**config.mk**
```make
export PLATFORM = sky130hd
export DESIGN_NAME = be8_sequencer_flat
export DESIGN_NICKNAME = d
export VERILOG_FILES = /design/src/rtl/be8_sequencer_pkg.sv /design/src/rtl/be8_sequencer_if.sv /design/src/rtl/be8_sequencer_microcode.sv /design/src/rtl/be8_sequencer.sv /design/src/flat_wrapper.sv
export SDC_FILE = /design/constraint.sdc
export NUM_CORES = 1
export LEC_CHECK = 0
export ABC_CLOCK_PERIOD_IN_PS = 2300
export CORE_MARGIN = 5
export CORE_UTILIZATION = 41
export CTS_CLUSTER_DIAMETER = 200
export DETAILED_ROUTE_END_ITERATION = 8
export HOLD_SLACK_MARGIN = 0.02
export PLACE_DENSITY = 0.81
export SKIP_CTS_REPAIR_TIMING = 1
export SYNTH_ARGS = -nofsm -noshare
export SYNTH_HDL_FRONTEND = slang
export SYNTH_HIERARCHICAL = 1
export SYNTH_SLANG_ARGS = --single-unit
```
**constraint.sdc**
```tcl
create_clock -name CLK -period 2.3 [get_ports CLK]
set_clock_uncertainty 0.05 [all_clocks]
set_input_delay 0.46 -clock CLK [delete_from_list [all_inputs] [get_ports CLK]]
set_output_delay 0.46 -clock CLK [all_outputs]
set_load 0.02 [all_outputs]
```
**src/rtl/be8_sequencer_pkg.sv**
```systemverilog
// ----------------------------------------------------------------------------
// be8_sequencer_pkg
// Shared constants for the 8-bit bus CPU microstep controller:
//   - opcode values OP_NOP..OP_HLT
//   - BUS_SEL driver encodings
//   - T-state constants
//   - control-word layout produced by the microcode decoder
// ----------------------------------------------------------------------------
package be8_sequencer_pkg;

    // Opcodes (IR[7:4])
    localparam logic [3:0] OP_NOP = 4'd0;
    localparam logic [3:0] OP_LDA = 4'd1;
    localparam logic [3:0] OP_ADD = 4'd2;
    localparam logic [3:0] OP_SUB = 4'd3;
    localparam logic [3:0] OP_STA = 4'd4;
    localparam logic [3:0] OP_LDI = 4'd5;
    localparam logic [3:0] OP_JMP = 4'd6;
    localparam logic [3:0] OP_JC  = 4'd7;
    localparam logic [3:0] OP_JZ  = 4'd8;
    localparam logic [3:0] OP_OUT = 4'd14;
    localparam logic [3:0] OP_HLT = 4'd15;

    // Bus driver select
    localparam logic [2:0] BUS_NONE = 3'd0;
    localparam logic [2:0] BUS_PC   = 3'd1;
    localparam logic [2:0] BUS_RAM  = 3'd2;
    localparam logic [2:0] BUS_IR   = 3'd3;
    localparam logic [2:0] BUS_A    = 3'd4;
    localparam logic [2:0] BUS_ALU  = 3'd5;

    // T-states
    localparam logic [2:0] T0 = 3'd0;
    localparam logic [2:0] T1 = 3'd1;
    localparam logic [2:0] T2 = 3'd2;
    localparam logic [2:0] T3 = 3'd3;
    localparam logic [2:0] T4 = 3'd4;

    // Control word: strobes are active-high here; the top level inverts the
    // LOADn ones and gates everything with reset/halt/step-enable.
    typedef struct packed {
        logic       mi;         // MAR load
        logic       ri;         // RAM write
        logic       ii;         // IR load
        logic       ai;         // A load
        logic       bi;         // B load
        logic       oi;         // OUT load
        logic       fi;         // FLAGS load
        logic       j;          // PC jump load
        logic       ce;         // PC count enable
        logic       su;         // ALU subtract
        logic [2:0] bus_sel;    // bus driver
        logic       last_step;  // next T-state is T0
        logic       halt;       // set HALTED at the end of this step
    } ctrl_word_t;

    localparam ctrl_word_t CW_EMPTY = 15'd0;

    // Opcodes 9..13 have no defined instruction.
    function automatic logic is_undef(input logic [3:0] op);
        return (op >= 4'd9) && (op <= 4'd13);
    endfunction

endpackage

```
**src/rtl/be8_sequencer_if.sv**
```systemverilog
// ----------------------------------------------------------------------------
// be8_sequencer_if
// Control/status bundle between the sequencer and the rest of the CPU.
//   master : the sequencer (consumes STEP_EN/IR_OP/flags, drives strobes)
//   slave  : the datapath side (drives STEP_EN/IR_OP/flags, consumes strobes)
// ----------------------------------------------------------------------------
interface be8_sequencer_if;
    logic       STEP_EN;
    logic [3:0] IR_OP;
    logic       FLAG_C;
    logic       FLAG_Z;
    logic       MAR_LOADn;
    logic       RAM_LOADn;
    logic       IR_LOADn;
    logic       A_LOADn;
    logic       B_LOADn;
    logic       OUT_LOADn;
    logic       FLAGS_LOADn;
    logic       PC_LOADn;
    logic       PC_INC;
    logic       ALU_SUB;
    logic [2:0] BUS_SEL;
    logic [2:0] TSTATE;
    logic       HALTED;

    modport master (
        input  STEP_EN, IR_OP, FLAG_C, FLAG_Z,
        output MAR_LOADn, RAM_LOADn, IR_LOADn, A_LOADn, B_LOADn, OUT_LOADn,
               FLAGS_LOADn, PC_LOADn, PC_INC, ALU_SUB, BUS_SEL, TSTATE, HALTED
    );

    modport slave (
        output STEP_EN, IR_OP, FLAG_C, FLAG_Z,
        input  MAR_LOADn, RAM_LOADn, IR_LOADn, A_LOADn, B_LOADn, OUT_LOADn,
               FLAGS_LOADn, PC_LOADn, PC_INC, ALU_SUB, BUS_SEL, TSTATE, HALTED
    );
endinterface

```
**src/rtl/be8_sequencer_microcode.sv**
```systemverilog
// ----------------------------------------------------------------------------
// be8_sequencer_microcode
// Purely combinational microcode decoder.
// Ports:
//   ir_op   in  4  opcode nibble
//   tstate  in  3  current T-state
//   flag_c  in  1  carry flag (used by JC in T2)
//   flag_z  in  1  zero flag (used by JZ in T2)
//   cw      out    control word {strobes, bus_sel, last_step, halt}
// Parameter HALT_ON_UNDEF: 1 makes opcodes 9-13 act as HLT, 0 as NOP.
// ----------------------------------------------------------------------------
module be8_sequencer_microcode
    import be8_sequencer_pkg::*;
#(
    parameter bit HALT_ON_UNDEF = 1'b0
) (
    input  logic [3:0] ir_op,
    input  logic [2:0] tstate,
    input  logic       flag_c,
    input  logic       flag_z,
    output ctrl_word_t cw
);

    // Map {opcode, T-state, flags} to one control word.
    always_comb begin
        cw = CW_EMPTY;
        case (tstate)
            T0: begin
                cw.mi      = 1'b1;
                cw.bus_sel = BUS_PC;
            end
            T1: begin
                cw.ii      = 1'b1;
                cw.ce      = 1'b1;
                cw.bus_sel = BUS_RAM;
            end
            T2: begin
                // Most instructions finish here; multi-step ones clear it.
                cw.last_step = 1'b1;
                case (ir_op)
                    OP_LDA, OP_ADD, OP_SUB, OP_STA: begin
                        cw.mi        = 1'b1;
                        cw.bus_sel   = BUS_IR;
                        cw.last_step = 1'b0;
                    end
                    OP_LDI: begin
                        cw.ai      = 1'b1;
                        cw.bus_sel = BUS_IR;
                    end
                    OP_JMP: begin
                        cw.j       = 1'b1;
                        cw.bus_sel = BUS_IR;
                    end
                    OP_JC: begin
                        if (flag_c) begin
                            cw.j       = 1'b1;
                            cw.bus_sel = BUS_IR;
                        end else begin
                            cw.j       = 1'b0;
                        end
                    end
                    OP_JZ: begin
                        if (flag_z) begin
                            cw.j       = 1'b1;
                            cw.bus_sel = BUS_IR;
                        end else begin
                            cw.j       = 1'b0;
                        end
                    end
                    OP_OUT: begin
                        cw.oi      = 1'b1;
                        cw.bus_sel = BUS_A;
                    end
                    OP_HLT: begin
                        cw.halt = 1'b1;
                    end
                    default: begin
                        // NOP and the undefined opcodes: empty step.
                        if (HALT_ON_UNDEF && is_undef(ir_op)) begin
                            cw.halt = 1'b1;
                        end else begin
                            cw.halt = 1'b0;
                        end
                    end
                endcase
            end
            T3: begin
                cw.last_step = 1'b1;
                case (ir_op)
                    OP_LDA: begin
                        cw.ai      = 1'b1;
                        cw.bus_sel = BUS_RAM;
                    end
                    OP_ADD, OP_SUB: begin
                        cw.bi        = 1'b1;
                        cw.bus_sel   = BUS_RAM;
                        cw.last_step = 1'b0;
                    end
                    OP_STA: begin
                        cw.ri      = 1'b1;
                        cw.bus_sel = BUS_A;
                    end
                    default: begin
                        cw.last_step = 1'b1;
                    end
                endcase
            end
            T4: begin
                cw.last_step = 1'b1;
                case (ir_op)
                    OP_ADD, OP_SUB: begin
                        cw.ai      = 1'b1;
                        cw.fi      = 1'b1;
                        cw.su      = (ir_op == OP_SUB);
                        cw.bus_sel = BUS_ALU;
                    end
                    default: begin
                        cw.last_step = 1'b1;
                    end
                endcase
            end
            default: begin
                // T5..T7 are unreachable; recover to T0.
                cw.last_step = 1'b1;
            end
        endcase
    end

endmodule

```
**src/rtl/be8_sequencer.sv**
```systemverilog
// ----------------------------------------------------------------------------
// be8_sequencer
// Microstep controller for the 8-bit bus CPU: steps T0..T4, decodes the IR
// opcode and C/Z flags into active-low load strobes plus a bus-source select.
// Ports:
//   CLK    in  1  clock, all state on posedge
//   RESET  in  1  synchronous, active-high
//   bus    be8_sequencer_if.master
//          in : STEP_EN, IR_OP, FLAG_C, FLAG_Z
//          out: *_LOADn strobes, PC_INC, ALU_SUB, BUS_SEL, TSTATE, HALTED
// Strobes are combinational from registered TSTATE/HALTED so the target
// registers capture on the same edge that advances TSTATE.
// ----------------------------------------------------------------------------
module be8_sequencer
    import be8_sequencer_pkg::*;
#(
    parameter bit HALT_ON_UNDEF = 1'b0
) (
    input  logic              CLK,
    input  logic              RESET,
    be8_sequencer_if.master   bus
);

    logic [2:0] tstate_r;
    logic       halted_r;
    ctrl_word_t cw_s;
    logic       active_s;
    logic       drive_s;

    be8_sequencer_microcode #(
        .HALT_ON_UNDEF (HALT_ON_UNDEF)
    ) u_microcode (
        .ir_op  (bus.IR_OP),
        .tstate (tstate_r),
        .flag_c (bus.FLAG_C),
        .flag_z (bus.FLAG_Z),
        .cw     (cw_s)
    );

    // Gating: strobes need a running, non-halted, non-reset step; the bus
    // select survives a STEP_EN pause but not reset or halt.
    always_comb begin
        drive_s  = ~RESET & ~halted_r;
        active_s = drive_s & bus.STEP_EN;
    end

    // Output decode.
    always_comb begin
        bus.MAR_LOADn   = ~(cw_s.mi & active_s);
        bus.RAM_LOADn   = ~(cw_s.ri & active_s);
        bus.IR_LOADn    = ~(cw_s.ii & active_s);
        bus.A_LOADn     = ~(cw_s.ai & active_s);
        bus.B_LOADn     = ~(cw_s.bi & active_s);
        bus.OUT_LOADn   = ~(cw_s.oi & active_s);
        bus.FLAGS_LOADn = ~(cw_s.fi & active_s);
        bus.PC_LOADn    = ~(cw_s.j  & active_s);
        bus.PC_INC      = cw_s.ce & active_s;
        bus.ALU_SUB     = cw_s.su & active_s;
        bus.BUS_SEL     = drive_s ? cw_s.bus_sel : BUS_NONE;
        bus.TSTATE      = tstate_r;
        bus.HALTED      = halted_r;
    end

    // T-state / halt state machine.
    always_ff @(posedge CLK) begin
        if (RESET) begin
            tstate_r <= T0;
            halted_r <= 1'b0;
        end else if (halted_r) begin
            tstate_r <= tstate_r;
            halted_r <= halted_r;
        end else if (bus.STEP_EN) begin
            if (cw_s.halt) begin
                tstate_r <= T0;
                halted_r <= 1'b1;
            end else if (cw_s.last_step) begin
                tstate_r <= T0;
                halted_r <= 1'b0;
            end else begin
                tstate_r <= tstate_r + 3'd1;
                halted_r <= 1'b0;
            end
        end else begin
            tstate_r <= tstate_r;
            halted_r <= halted_r;
        end
    end

endmodule

```
**src/flat_wrapper.sv**
```systemverilog
// flat-port wrapper written by rule: the top's interface ports become plain ports
module be8_sequencer_flat import be8_sequencer_pkg::*;
#(
    parameter bit HALT_ON_UNDEF = 1'b0
)
  (CLK, RESET, bus_STEP_EN, bus_IR_OP, bus_FLAG_C, bus_FLAG_Z, bus_MAR_LOADn, bus_RAM_LOADn, bus_IR_LOADn, bus_A_LOADn, bus_B_LOADn, bus_OUT_LOADn, bus_FLAGS_LOADn, bus_PC_LOADn, bus_PC_INC, bus_ALU_SUB, bus_BUS_SEL, bus_TSTATE, bus_HALTED);
  be8_sequencer_if bus_i ();
  input  logic CLK;
  input  logic RESET;
  input wire logic [$bits(bus_i.STEP_EN)-1:0] bus_STEP_EN;
  input wire logic [$bits(bus_i.IR_OP)-1:0] bus_IR_OP;
  input wire logic [$bits(bus_i.FLAG_C)-1:0] bus_FLAG_C;
  input wire logic [$bits(bus_i.FLAG_Z)-1:0] bus_FLAG_Z;
  output wire logic [$bits(bus_i.MAR_LOADn)-1:0] bus_MAR_LOADn;
  output wire logic [$bits(bus_i.RAM_LOADn)-1:0] bus_RAM_LOADn;
  output wire logic [$bits(bus_i.IR_LOADn)-1:0] bus_IR_LOADn;
  output wire logic [$bits(bus_i.A_LOADn)-1:0] bus_A_LOADn;
  output wire logic [$bits(bus_i.B_LOADn)-1:0] bus_B_LOADn;
  output wire logic [$bits(bus_i.OUT_LOADn)-1:0] bus_OUT_LOADn;
  output wire logic [$bits(bus_i.FLAGS_LOADn)-1:0] bus_FLAGS_LOADn;
  output wire logic [$bits(bus_i.PC_LOADn)-1:0] bus_PC_LOADn;
  output wire logic [$bits(bus_i.PC_INC)-1:0] bus_PC_INC;
  output wire logic [$bits(bus_i.ALU_SUB)-1:0] bus_ALU_SUB;
  output wire logic [$bits(bus_i.BUS_SEL)-1:0] bus_BUS_SEL;
  output wire logic [$bits(bus_i.TSTATE)-1:0] bus_TSTATE;
  output wire logic [$bits(bus_i.HALTED)-1:0] bus_HALTED;
  assign bus_i.STEP_EN = bus_STEP_EN;
  assign bus_i.IR_OP = bus_IR_OP;
  assign bus_i.FLAG_C = bus_FLAG_C;
  assign bus_i.FLAG_Z = bus_FLAG_Z;
  assign bus_MAR_LOADn = bus_i.MAR_LOADn;
  assign bus_RAM_LOADn = bus_i.RAM_LOADn;
  assign bus_IR_LOADn = bus_i.IR_LOADn;
  assign bus_A_LOADn = bus_i.A_LOADn;
  assign bus_B_LOADn = bus_i.B_LOADn;
  assign bus_OUT_LOADn = bus_i.OUT_LOADn;
  assign bus_FLAGS_LOADn = bus_i.FLAGS_LOADn;
  assign bus_PC_LOADn = bus_i.PC_LOADn;
  assign bus_PC_INC = bus_i.PC_INC;
  assign bus_ALU_SUB = bus_i.ALU_SUB;
  assign bus_BUS_SEL = bus_i.BUS_SEL;
  assign bus_TSTATE = bus_i.TSTATE;
  assign bus_HALTED = bus_i.HALTED;
  be8_sequencer #(.HALT_ON_UNDEF(HALT_ON_UNDEF)) u_core (.CLK(CLK), .RESET(RESET), .bus(bus_i));
endmodule
```
---- After elaboration in Yosys (flattened, before gate mapping) ----
Index checks and enable logic that the tools add are counted.
word-level totals
  input bits .............................. 9
  bits in registers ....................... 4
operators by class
  multiplexer cells ....................... 35
  bitwise logic cells ..................... 21
  equality and inequality tests ........... 14
  reductions and logical operators ........ 7
  add/subtract/negate cells ............... 1
operators by type and width
  kind                   count
  $mux W1                22
  $eq A4 B3 Y1 const B   4
  $pmux W3 S5            1
  $eq A4 B4 Y1 const B   3
  $pmux W3 S4            1
  $and A1 B1 Y1          11
  $not A1 Y1             10
  $mux W3                3
  $pmux W1 S3            3
  $eq A4 B2 Y1 const B   2
  $eq A3 B2 Y1 const B   2
  $pmux W3 S2            1
  $reduce_or A6 Y1       1
  $eq A4 B1 Y1 const B   1
  $mux W2                2
  $mux W4                1
  $reduce_or A2 Y1       2
  $reduce_or A4 Y1       1
  $add A3 B1 Y3 const B  1
  $eq A3 B1 Y1 const B   1
  $eq A3 B3 Y1 const B   1
  $logic_not A3 Y1       1
  $reduce_or A3 Y1       1
  $pmux W1 S2            1
  $reduce_and A2 Y1      1

---- Depth between registers and ports, before layout ----
  depth after elaboration ................. 6
  depth in mapped cells ................... 7

---- Cells and area by module ----
The synthesis kept the hierarchy.
modules (own cells, without submodules)
  module                   cells an instance  times used  area each (sq um)
  be8_sequencer_microcode  54                 1           346.6
  be8_sequencer            33                 1           255.2

---- Worst setup path after synthesis ----
OpenSTA, ideal clock, no wires.
  path kind ............................... input -> output
  start ................................... in bus_IR_OP[2]
  end ..................................... out bus_BUS_SEL[0]
  path buffers ............................ 1
  data required time ...................... 1.790 ns
  setup slack ............................. 0.210 ns
  arrival ................................. 1.580 ns
  stages .................................. 5
  cells stage by stage .................... buf_6 > or3b_4 > a211o_2 > o21ai_0 > and2_1
RTL lines
  what         RTL line            text
  from (decl)  flat_wrapper.sv:11  input wire logic [$bits(bus_i.IR_OP)-1:0] bus_IR_OP;
  to (decl)    flat_wrapper.sv:24  output wire logic [$bits(bus_i.BUS_SEL)-1:0] bus_BUS_SEL;

==> flow_metrics.tcl <==
set metrics [dict create \
    async_flop_share_pct 0 \
    switching_power_uw 106 \
    period_minus_slack_ns 2.20 \
    synthAdderAreaFrac_pct 2.08 \
    cts_root_buf "clkbuf_4" \
    cts_buffers 3 \
    period_share_pct 95.6 \
    wl_um 1880 \
    muxShareOfSynthArea_pct 1.66 \
    ios 26 \
    fmax_mhz 455 \
    cts.clk_slew.worst_paths_ns 0.04 \
    synth-simple-area-share_pct 48.6 \
    antenna_found_initial 0 \
    antenna_cells 0 \
    grt_busiest_layer "met2" \
    grt_pass1_wl_um 2930 \
    die_x_um 48.3 \
    hold_violations 0 \
    met2_usage_pct 26.3 \
    path_cells "dlymetal6s2s_1 > or3b_4 > a211o_2 > o21ai_1 > and2_1 > buf_4" \
    yosysUniqueCellTypes 36 \
    rsz0062_at_grt "false" \
    nets 139 \
    first_pass_iters 4 \
    hold_ws_ns 0.537 \
    drtIter0Drc 5 \
    grt_usage_pct 14.5 \
    grt.met1_usage_pct 17.0 \
    cts_tree "built" \
    synth_top_family_by_area "simple AND/OR/NAND/NOR gates" \
    num_rows 13 \
    vias 758 \
    worst-path-max-fanout 2 \
    status "finished, final reports clean" \
    ys_seq_elements 4 \
    htree_num_levels 1 \
    cp.required_ns 1.79 \
    core_um2 1350 \
    synthCells 87 \
    grt_max_degree 11 \
    gp_congestion 0.931 \
    synth_ff_type "dfxtp_1" \
    grt_pass1_vias 729 \
    finalSetupViolCount 0 \
    worst_slew_pin_slew_ns 0.372 \
    layout_commonest_cell "buf_4" \
    placement.io_buffers 25 \
    syn_avg_cell_area_um2 6.92 \
    maxCapViolCount 0 \
    slowest_delay_ns 0.40 \
    fp.dieH_um 48.3 \
    slew_violations 0 \
    syn_nets 97 \
    p_clk_share_pct 26.4 \
    wl_per_cell_um 13.3 \
    endpoint_kind "output port" \
    fin_tns_setup_ns 0 \
    synth_xor_area_share_pct 1.46 \
    grtUsageMet3_pct 2.45 \
    syn-cell-area_um2 602 \
    p_leak_nw 0.505 \
    antenna_left 0 \
    yosys_warnings 6 \
    drive_gt1_share_pct 29.9 \
    ir_drop_v 0.000443 \
    synth_compound_area_share_pct 19.5 \
    final_cell_mix "buf_4 (19), nand2_1 (13), dlymetal6s2s_1 (12)" \
    clock_tree.buffer_depth 2 \
    cts_sinks 4 \
    p_int_uw 210 \
    p_seq_share_pct 24.8 \
    slowest_stage "or3b_4" \
    min_path_type "reg -> reg" \
    viasPerCell 5.34 \
    power_frac_comb_pct 48.8 \
    clock_latency_ns 0.23 \
    powerDensity_nw_per_um2 303 \
    critPathArrivalTime_ns 1.69 \
    dieArea_um2 2330 \
    dpl.hpwl_um 1430 \
    path_class "in -> out" \
    floorplan.initialDensity_pct 44.6 \
    ys_seq_area_share_pct 13.3 \
    syn2layout_area_growth_pct 73.2 \
    grt-ovfl-total 0 \
    sw_frac_of_total_pct 33.5 \
    start_kind "input pin" \
    relSlewSlack_pct 75.2 \
    synth_edf_count 0 \
    drc_errors 0 \
]
critical path: cells and delay by family:
kind / cells / cell delay (ns)
compound gates: 2 / 0.42
buf+inv: 2 / 0.27
simple gates: 2 / 0.54
worst paths after layout:
| check | startpoint | to | slack, ns | cells past startpoint |
|---|---|---|---|---|
| min | u_core/bus.HALTED | u_core/bus.HALTED | 0.54 | 2 |
| max reg2reg | u_core/bus.TSTATE[2] | u_core/bus.TSTATE[2] | 0.53 | 8 |
| max | bus_IR_OP[2] | bus_BUS_SEL[0] | 0.10 | 6 |
| min reg2reg | u_core/bus.HALTED | u_core/bus.HALTED | 0.54 | 2 |
sequential cells by signal (all words and copies together), names as in the netlist:
| signal | flops |
|---|---|
| u_core/bus.TSTATE | 3 |
| u_core/bus.HALTED | 1 |
per-layer routing:
layer / part of all wire [%] / vias up / wire length (µm)
met5: 0 / - / 0
met4: 0 / 0 / 0
met3: 4.4 / 0 / 83
met2: 53 / 23 / 1000
met1: 42 / 347 / 797
li1: - / 388 / -
metrics by stage:
| stage | cell area, µm² | util [%] | std cells | power [mW] | setup slack [ns] |
|---|---|---|---|---|---|
| final | 1040 | 77.2 | 142 | 0.315 | 0.101 |
| after global routing | 1040 | 77.2 | 142 | 0.341 | 0.0308 |
| after CTS | 971 | 71.9 | 142 | 0.310 | -0.683 |
| after detailed placement | 948 | 70.3 | 139 | 0.224 | -0.676 |
| after global placement | 948 | 70.3 | 139 | 0.221 | -0.676 |
| after floorplan | 602 | - | 87 | 0.163 | 0.210 |
power by group through the flow:
stage	clock network (mW)	registers [mW]	logic (mW)
after floorplan	0	0.0831	0.0803
after global placement	0	0.0782	0.142
after detailed placement	0	0.0784	0.145
after CTS	0.0867	0.0772	0.146
after global routing	0.0963	0.0787	0.166
final	0.0833	0.0783	0.154
synthesized netlist by cell type (all sizes together) (2+ instances only):
master | number | share of area, %
or3b | 2 | 3.3
and2 | 4 | 4.2
nand2b | 3 | 3.1
nand4 | 2 | 2.1
nor3 | 5 | 4.2
buf | 7 | 11
o21ai | 4 | 3.3
nand2 | 13 | 8.1
a211o | 2 | 3.1
inv | 4 | 2.5
and3 | 3 | 3.9
nor2b | 2 | 2.1
dfxtp | 4 | 13
nand4b | 2 | 2.9
nand3 | 2 | 1.7
nor2 | 11 | 6.9
a21oi | 3 | 2.5
cell type report:
cell class	count	area (µm²)
Sequential cell	4	80.1
Multi-Input combinational cell	72	489
Timing Repair Buffer	44	417
Inverter	4	15.0
Clock buffer	3	22.5
Tap cell	15	18.8
Fill cell	104	308
logic make-up (layout without fill, tap and decap cells):
group	after synthesis	count (layout)
compound gates	17	17
xor+xnor	1	1
fa+ha+maj	1	1
buf+inv	11	51
flops	4	4
mux	1	1
simple gates	52	52
Note: power is estimated with default switching activity, not from simulation.
